==> src/rtl/dvs_pkg.sv <==
// Shared constants and types for the DVS time-surface blocks.
// The timestamp BRAM is GRID_W x GRID_W cells of TS_W bits each.
package dvs_pkg;

  localparam int GRID_W  = 16;
  localparam int N_CELLS = GRID_W * GRID_W;
  localparam int TS_W    = 16;

  // Marks a cell that has never been written by the event writer.
  localparam logic [TS_W-1:0] TS_EMPTY = 16'h8000;

  typedef enum logic [1:0] {
    IDLE,
    RD1,
    RD2,
    EMIT
  } scan_state_t;

endpackage

==> src/rtl/ts_recency_quant.sv <==
// Converts one stored timestamp into a recency feature relative to t_ref.
// Newest cells map to FEAT_MAX; empty, future or stale cells map to 0.
module ts_recency_quant
  import dvs_pkg::*;
#(
  parameter int AGE_SHIFT = 6,
  parameter int FEAT_W    = 4
) (
  input  logic [TS_W-1:0]   ts,
  input  logic [TS_W-1:0]   t_ref,
  output logic [FEAT_W-1:0] feature
);

  localparam logic [TS_W-1:0] FEAT_MAX = TS_W'((1 << FEAT_W) - 1);

  logic [TS_W-1:0] age;
  logic [TS_W-1:0] q;

  // Modulo-2^16 subtraction keeps the age correct across counter wrap;
  // a set MSB means the timestamp lies in the future or is too old.
  always_comb begin
    age     = t_ref - ts;
    q       = age >> AGE_SHIFT;
    feature = '0;
    if (ts != TS_EMPTY && !age[TS_W-1] && q < FEAT_MAX) begin
      feature = FEAT_MAX[FEAT_W-1:0] - q[FEAT_W-1:0];
    end
  end

endmodule

==> src/rtl/time_surface_scanner.sv <==
// Walks all cells of the timestamp BRAM once per start and streams
// recency features to the classifier, counting the active cells.
module time_surface_scanner
  import dvs_pkg::*;
#(
  parameter int AGE_SHIFT = 6,
  parameter int FEAT_W    = 4
) (
  input  logic              clk,
  input  logic              rst,
  input  logic              start,
  input  logic [15:0]       cur_time,
  output logic              busy,
  output logic              done,
  output logic [7:0]        bram_addr,
  input  logic [15:0]       bram_dout,
  output logic              feat_valid,
  input  logic              feat_ready,
  output logic [FEAT_W-1:0] feat_data,
  output logic [7:0]        feat_idx,
  output logic              feat_last,
  output logic [8:0]        active_count
);

  localparam logic [7:0] LAST_IDX = 8'(N_CELLS - 1);

  scan_state_t       state;
  scan_state_t       next_state;
  logic [TS_W-1:0]   t_ref;
  logic [FEAT_W-1:0] feature;
  logic              handshake;

  assign handshake = feat_valid & feat_ready;

  ts_recency_quant #(
    .AGE_SHIFT (AGE_SHIFT),
    .FEAT_W    (FEAT_W)
  ) u_quant (
    .ts      (bram_dout),
    .t_ref   (t_ref),
    .feature (feature)
  );

  always_ff @(posedge clk) begin
    if (rst) begin
      state <= IDLE;
    end else begin
      state <= next_state;
    end
  end

  always_comb begin
    next_state = state;
    case (state)
      IDLE: if (start) next_state = RD1;
      RD1:  next_state = RD2;
      RD2:  next_state = EMIT;
      EMIT: if (handshake) next_state = feat_last ? IDLE : RD1;
      default: next_state = IDLE;
    endcase
  end

  // RD1 is the BRAM's read cycle; the feature is captured one edge later.
  always_ff @(posedge clk) begin
    if (rst) begin
      t_ref        <= '0;
      busy         <= 1'b0;
      done         <= 1'b0;
      bram_addr    <= '0;
      feat_valid   <= 1'b0;
      feat_data    <= '0;
      feat_idx     <= '0;
      feat_last    <= 1'b0;
      active_count <= '0;
    end else begin
      done <= 1'b0;
      case (state)
        IDLE: begin
          if (start) begin
            t_ref        <= cur_time;
            bram_addr    <= '0;
            active_count <= '0;
            busy         <= 1'b1;
          end
        end
        RD2: begin
          feat_data  <= feature;
          feat_idx   <= bram_addr;
          feat_last  <= (bram_addr == LAST_IDX);
          feat_valid <= 1'b1;
          if (feature != '0) begin
            active_count <= active_count + 9'd1;
          end
        end
        EMIT: begin
          if (handshake) begin
            feat_valid <= 1'b0;
            if (feat_last) begin
              done <= 1'b1;
              busy <= 1'b0;
            end else begin
              bram_addr <= bram_addr + 8'd1;
            end
          end
        end
        default: ;
      endcase
    end
  end

endmodule

==> config.mk <==
export PLATFORM = sky130hd
export DESIGN_NAME = time_surface_scanner
export DESIGN_NICKNAME = d
export VERILOG_FILES = /design/src/rtl/dvs_pkg.sv /design/src/rtl/ts_recency_quant.sv /design/src/rtl/time_surface_scanner.sv
export SDC_FILE = /design/constraint.sdc
export NUM_CORES = 1
export LEC_CHECK = 0
export CORE_ASPECT_RATIO = 1.5
export CORE_UTILIZATION = 46
export CTS_BUF_LIST = sky130_fd_sc_hd__clkbuf_4
export DETAILED_ROUTE_END_ITERATION = 10
export MAX_ROUTING_LAYER = met4
export PLACE_DENSITY = 0.79
export SYNTH_ARGS = -nofsm -noshare
export SYNTH_HDL_FRONTEND = slang
export SYNTH_SLANG_ARGS = --single-unit
==> constraint.sdc <==
create_clock -name clk -period 3.1 [get_ports clk]
set_input_delay 0.62 -clock clk [delete_from_list [all_inputs] [get_ports clk]]
set_output_delay 0.62 -clock clk [all_outputs]
set_load 0.005 [all_outputs]
==> results of run 1 <==
## power groups by stage
stage	logic [mW]	registers [mW]	clock network, mW
floorplan	0.592	0.805	0
global placement	0.960	0.814	0
detailed placement	0.991	0.817	0
CTS	1.00	0.805	0.414
global route	1.17	0.820	0.438
finish	1.06	0.810	0.404
## cells by family after synthesis
kind of cell	count (synthesis)
and+or+nand+nor	128
buffers and inverters	31
adders and majority gates	20
AOI/OAI and AO/OA	80
DFF	51
xor gates and xnor gates	15
muxes	9
## worst reg2reg max path, delay by kind of cell (launching register included)
family,cells,cell delay (ns)
flip-flops,1,0.45
buffers and inverters,1,0.18
adder cells (fa/ha/maj),1,0.23
AND/OR/NAND/NOR,1,0.50
XOR/XNOR,1,0.22
AO/OA/AOI/OAI,7,1.15
## how the worst max path moves through the flow
stage,to,depth (start not counted)
floorplan,active_count[5],12
global placement,active_count[8],13
detailed placement,active_count[6],13
CTS,active_count[6],13
global route,active_count[6],13
finish,active_count[6],11
## metal layers
| metal | GRT usage [%] | share of wire [%] |
|---|---|---|
| met5 | - | 0 |
| met4 | 9.07 | 1.1 |
| met3 | 4.27 | 4.0 |
| met2 | 44.5 | 55 |
| met1 | 22.4 | 40 |
## cell type report
cell class | instances | area, um2 | area share [%]
timing repair buffer | 102 | 956 | 24.6
multi-input combinational | 252 | 1670 | 42.9
clock buffer | 5 | 37.5 | 0.965
sequential | 51 | 1020 | 26.2
clock inverter | 3 | 47.5 | 1.22
inverter | 19 | 71.3 | 1.83
tap | 70 | 87.6 | 2.25
## metrics by stage
stage	total power [mW]	util [%]	cell area, um2	TNS (ns)	hold slack, ns
global placement	1.77	66.1	3680	-4.46	0.448
detailed placement	1.81	66.1	3680	-5.07	0.454
finish	2.27	69.8	3890	0	0.472
floorplan	1.40	-	2700	0	0.431
CTS	2.22	67.8	3780	0	0.474
global route	2.43	69.8	3890	-0.00713	0.502
## placed cells by master, fill, tap and decap left out, types with 5 or more instances in the layout
| cell | count |
|---|---|
| clkdlybuf4s50_1 | 65 |
| dfxtp_1 | 51 |
| nand2_1 | 47 |
| nor2_1 | 38 |
| buf_4 | 33 |
| a21oi_1 | 32 |
| inv_1 | 17 |
| ha_1 | 15 |
| o21ai_0 | 12 |
| xor2_1 | 8 |
| mux2i_1 | 8 |
| nand3_1 | 7 |
| xnor2_1 | 7 |
| nand4_1 | 7 |
| or3_1 | 6 |
| ha_4 | 5 |
| clkbuf_4 | 5 |
## sequential cells by signal, summed over array words and instances, names as in the netlist
| signal | count |
|---|---|
| feat_last | 1 |
| t_ref | 16 |
| feat_idx | 8 |
| feat_data | 4 |
| busy | 1 |
| feat_valid | 1 |
| active_count | 9 |
| bram_addr | 8 |
| state | 2 |
| done | 1 |
## what timing repair did
action | in CTS | in global routing
pin swaps | 8 | 17
resized for setup | 1 | 20
setup buffers | 0 | 1
cloned | 0 | 0
endpoints found under the setup margin | 8 | 11
==> results.py, run 1 <==
metrics = {
    "status": {
        "run_status": "completed",
    },
    "power": {
        "clkPwrFrac_pct": 17.7,
        "comb_power_share_pct": 46.7,
        "internal_power_mw": 1.42,
        "swShare_pct": 37.4,
        "p_seq_share_pct": 35.6,
        "power_density_nw_per_um2": 585,
        "switchingPower_mw": 0.852,
        "vdd_ir_drop_max_v": 0.000360,
        "p_leak_nw": 1.55,
    },
    "setup_path": {
        "crit_chain": "clkdlybuf4s50_1 > inv_1 > ha_1 > and2_4 > a221o_1 > a221oi_2 > xor2_1 > a31oi_1 > buf_4 > or4_1 > a21oi_1",
        "cp_top_family": "compound AO/OA/AOI/OAI gates",
        "worstPathArrival_ns": 3.38,
        "start_kind": "primary input",
        "rr_worst_depth": 11,
        "crit_type": "in -> reg",
        "critPathLaunch": "bram_dout[11]",
        "r2r_end": "active_count[6]",
        "setup.worst_path.end_class": "register",
        "path_buf_inv": 3,
        "required_ns": 3.42,
        "worst-path-max-fanout": 8,
        "r2r_setup_slack_ns": 0.30,
        "reg2reg_from": "t_ref[2]",
        "crit_path_max_incr_delay_ns": 0.50,
        "crit_path_top_delay_cell": "or4_1",
    },
    "logic_synthesis": {
        "synth_ff_type": "dfxtp_1",
        "synthesis.area_um2": 2700,
        "synth_commonest_cells": "51 x dfxtp_1, 47 x nand2_1, 38 x nor2_1",
        "ys_top_cells_by_area": "dfxtp_1 38%, ha_1 9.3%, a21oi_1 6.7%, nand2_1 6.5%, nor2_1 5.3%",
        "syn-num-nets": 390,
        "synth_area_per_cell_um2": 8.09,
        "yosysMostFrequentCell": "dfxtp_1",
        "synth-xor-area-share_pct": 4.86,
        "ys_seq_elements": 51,
        "synth_top_area_cell": "dfxtp_1",
        "ys_types": 45,
        "synth_top_family_by_area": "simple AND/OR/NAND/NOR gates",
        "synth_compound_area_share_pct": 18.8,
        "seq_area_frac_synth_pct": 37.8,
        "synth_edf_count": 0,
        "synth_cells": 334,
        "yosysTopAreaCellShare_pct": 37.8,
        "synthAdderAreaFrac_pct": 9.26,
        "ys_warn_count": 0,
        "synthArstFlopShare_pct": 0,
        "synth-simple-area-share_pct": 21.5,
        "synth_mux_area_share_pct": 3.38,
    },
    "clock_network": {
        "cts_inserted_buffers": 5,
        "cts_root_buf": "clkbuf_4",
        "path_clk_slew_ns": 0.15,
        "hold_buffers": 0,
        "htreeDepth": 2,
        "cts_tree": "done",
        "cts_buffer_depth": 2,
        "cts.sinks": 51,
        "clock_latency_ns": 0.38,
    },
    "cells_and_area": {
        "area_delta_synth_final_pct": 44.0,
        "nets": 487,
        "antenna_cells": 0,
        "fillers": 470,
        "final_cells": 502,
        "drive_above_1_share_pct": 14.6,
    },
    "job": {
        "drv_cap": 0,
    },
    "sta": {
        "hold_violations": 0,
        "max_freq_ghz": 0.327,
        "worst_slew_pin_slew_ns": 0.634,
        "slew_headroom_pct": 57.3,
        "slew_viol_final": 0,
        "period_minus_slack_ns": 3.05,
        "finalWorstSetupSlack_ns": 0.0464,
        "fin_worst_skew_ns": 0.00717,
        "fin_crit_sh_pct": 98.5,
        "setup_viol": 0,
    },
    "min_path": {
        "hold-path-endpoint": "t_ref[12]",
        "hp-class": "reg -> reg",
        "holdPathStages": 2,
        "min_from": "t_ref[12]",
    },
    "die": {
        "dieArea_um2": 6190,
        "initial_core_util_pct": 48.5,
        "die_w_um": 64.6,
        "rows": 33,
        "ioPinCount": 69,
        "coreArea_um2": 5570,
        "dieHeight_um": 95.9,
    },
    "place": {
        "dp_cells": 493,
        "placement.io_buffers": 68,
        "dp_slack_ns": -0.506,
        "dp_hpwl_mm": 5.02,
        "gp_routability_congestion": 0.853,
    },
    "detailed_routing": {
        "viasPerCell": 5.44,
        "drtAntennaViolNets": 0,
        "drc": 0,
        "wl_per_cell_um": 14.0,
        "totalWireLength_mm": 7.02,
        "vias": 2732,
        "dr.pass1.iters": 4,
        "drtIter0Drc": 111,
    },
    "global_routing": {
        "grt_usage_pct": 23.1,
        "grt.overflow.total": 0,
        "grt_max_degree": 21,
        "grt_antenna_before_repair": 0,
        "grt_pass1_vias": 2637,
        "grt_first_pass_wirelength_mm": 10.9,
    },
}
(Power assumes the default switching activity.)
==> inputs of run 2 (changes only) <==
--- a/config.mk
+++ b/config.mk
@@ -5,7 +5,6 @@
 export SDC_FILE = /design/constraint.sdc
 export NUM_CORES = 1
 export LEC_CHECK = 0
-export CORE_ASPECT_RATIO = 1.5
 export CORE_UTILIZATION = 46
 export CTS_BUF_LIST = sky130_fd_sc_hd__clkbuf_4
 export DETAILED_ROUTE_END_ITERATION = 10
==> run 2 against run 1 <==
  * Routed wire length is 3.2% lower
  * Sequential share of layout area is 0.42 points lower
  * Maximum frequency is 0.47% higher
  * Critical path type unchanged
  * Largest power group unchanged
==> results.py, run 2 (synthesized netlist as in run 1, its figures left out) <==
metrics = {
    "sta": {
        "finalWorstSetupSlack_ns": 0.0608,
        "max_freq_ghz": 0.329,
        "worst_slew_pin_slew_ns": 0.624,
        "hold_violations": 0,
        "setup_viol": 0,
        "fin_crit_sh_pct": 98.0,
        "slew_viol_final": 0,
        "fin_worst_skew_ns": 0.0115,
        "slew_headroom_pct": 57.9,
        "period_minus_slack_ns": 3.04,
        "whs_ns": 0.471,
    },
    "global_routing": {
        "grt_first_pass_wirelength_mm": 11.1,
        "grt_pass1_vias": 2608,
        "grt_usage_pct": 22.7,
        "grt.overflow.total": 0,
        "grt_max_degree": 21,
        "grt_antenna_before_repair": 0,
    },
    "clock_network": {
        "htreeDepth": 2,
        "hold_buffers": 0,
        "cts_tree": "done",
        "clock_latency_ns": 0.37,
        "path_clk_slew_ns": 0.14,
        "cts_inserted_buffers": 5,
        "cts_buffer_depth": 2,
        "cts.sinks": 51,
        "cts_root_buf": "clkbuf_4",
    },
    "cells_and_area": {
        "drive_above_1_share_pct": 17.1,
        "mostFrequentLayoutCell": "clkdlybuf4s50_1",
        "final_util_pct": 70.9,
        "layout_common_cells": "61 x clkdlybuf4s50_1, 51 x dfxtp_1, 47 x nand2_1, 38 x buf_4, 37 x nor2_1",
        "nets": 493,
        "reg.largest.list": "t_ref: 16 flops, active_count: 9 flops",
        "area_delta_synth_final_pct": 46.4,
        "antenna_cells": 0,
        "design_area_um2": 3950,
        "regMostFlops": "t_ref",
        "fillers": 438,
        "largest_reg_flops": 16,
    },
    "detailed_routing": {
        "viasPerCell": 5.26,
        "dr.pass1.iters": 4,
        "drtIter0Drc": 131,
        "wl_per_cell_um": 13.3,
        "totalWireLength_mm": 6.79,
        "drtAntennaViolNets": 0,
        "drc": 0,
        "vias": 2681,
    },
    "status": {
        "run_status": "completed",
    },
    "die": {
        "ioPinCount": 69,
        "dieHeight_um": 78.6,
        "coreArea_um2": 5570,
        "die_w_um": 78.6,
        "initial_core_util_pct": 48.5,
        "rows": 27,
        "dieArea_um2": 6180,
    },
    "power": {
        "comb_power_share_pct": 49.6,
        "power_density_nw_per_um2": 559,
        "swShare_pct": 37.9,
        "p_leak_nw": 1.58,
        "p_total_mw": 2.21,
        "p_seq_share_pct": 36.7,
        "internal_power_mw": 1.37,
        "vdd_ir_drop_max_v": 0.000362,
        "switchingPower_mw": 0.838,
        "clkPwrFrac_pct": 13.7,
    },
    "place": {
        "dp_hpwl_mm": 4.86,
        "gp_routability_congestion": 0.819,
        "placement.io_buffers": 68,
        "placed_cell_area_um2": 3700,
        "dp_slack_ns": -0.502,
    },
    "setup_path": {
        "start_kind": "primary input",
        "critPathLaunch": "bram_dout[5]",
        "required_ns": 3.41,
        "crit_type": "in -> reg",
        "rr_worst_depth": 11,
        "worstPathArrival_ns": 3.35,
        "r2r_end": "active_count[8]",
        "worst-path-max-fanout": 5,
        "setup.worst_path.end_class": "register",
        "reg2reg_from": "t_ref[2]",
        "r2r_setup_slack_ns": 0.28,
    },
    "job": {
        "drv_cap": 0,
    },
    "min_path": {
        "min_from": "t_ref[13]",
        "hp-class": "reg -> reg",
        "hold-path-endpoint": "t_ref[13]",
        "holdPathStages": 2,
    },
}
[run 2: cell type report]
class                   count  area (um2)  area share, %
repair buffers            108        1010           25.5
clock buffers               5        37.5          0.949
multi-input cells         252        1710           43.2
flip-flops and latches     51        1020           25.8
inverters                  19        71.3           1.80
clock inverters             3        20.0          0.506
well taps                  72        90.1           2.28
[run 2: worst max-delay path, cell delays in order]
cell and delay [ns]:
clkdlybuf4s50_1 0.51, inv_1 0.09, ha_4 0.24, buf_4 0.13, a2bb2oi_2 0.15, o21ai_2 0.11, a221oi_2 0.26, xor2_1 0.25
a31oi_2 0.14, buf_4 0.18, or4_1 0.50, a21oi_1 0.15
[run 2: what timing repair did]
action	in CTS	in global routing
setup buffers	3	1
hold endpoints to repair	0	0
endpoints found under the setup margin	7	12
resized for setup	5	28
gates cloned	1	0
pin swaps	12	11
[run 2: power by group through the flow]
| stage | logic, mW | clock network [mW] | registers [mW] |
|---|---|---|---|
| 2_1_floorplan | 0.592 | 0 | 0.805 |
| 3_3_place_gp | 0.968 | 0 | 0.814 |
| 3_5_place_dp | 0.992 | 0 | 0.817 |
| 4_1_cts | 1.03 | 0.315 | 0.804 |
| 5_1_grt | 1.21 | 0.336 | 0.821 |
| 6_report | 1.09 | 0.303 | 0.811 |
[run 2: per-stage QoR]
step                      std cells  setup TNS [ns]
after floorplan                 334               0
after detailed placement        497           -4.89
final                           510               0
after global routing            510         -0.0621
after global placement          497           -3.82
after CTS                       509               0
[run 2: layer usage]
metal	up-vias	share of wire, %	GRT usage [%]
li1	1378	-	-
met1	1233	44	26.8
met2	65	49	40.0
met3	5	5.7	4.07
met4	0	0.78	4.81
met5	-	0	-
[run 2: worst max-delay path by stage]
stage | end | slack, ns | cells after the start
finish | active_count[8] | 0.06 | 12
global route | active_count[8] | -0.03 | 12
floorplan | active_count[5] | 0.15 | 12
CTS | active_count[8] | 0.01 | 11
detailed placement | active_count[8] | -0.50 | 13
global placement | active_count[6] | -0.41 | 13
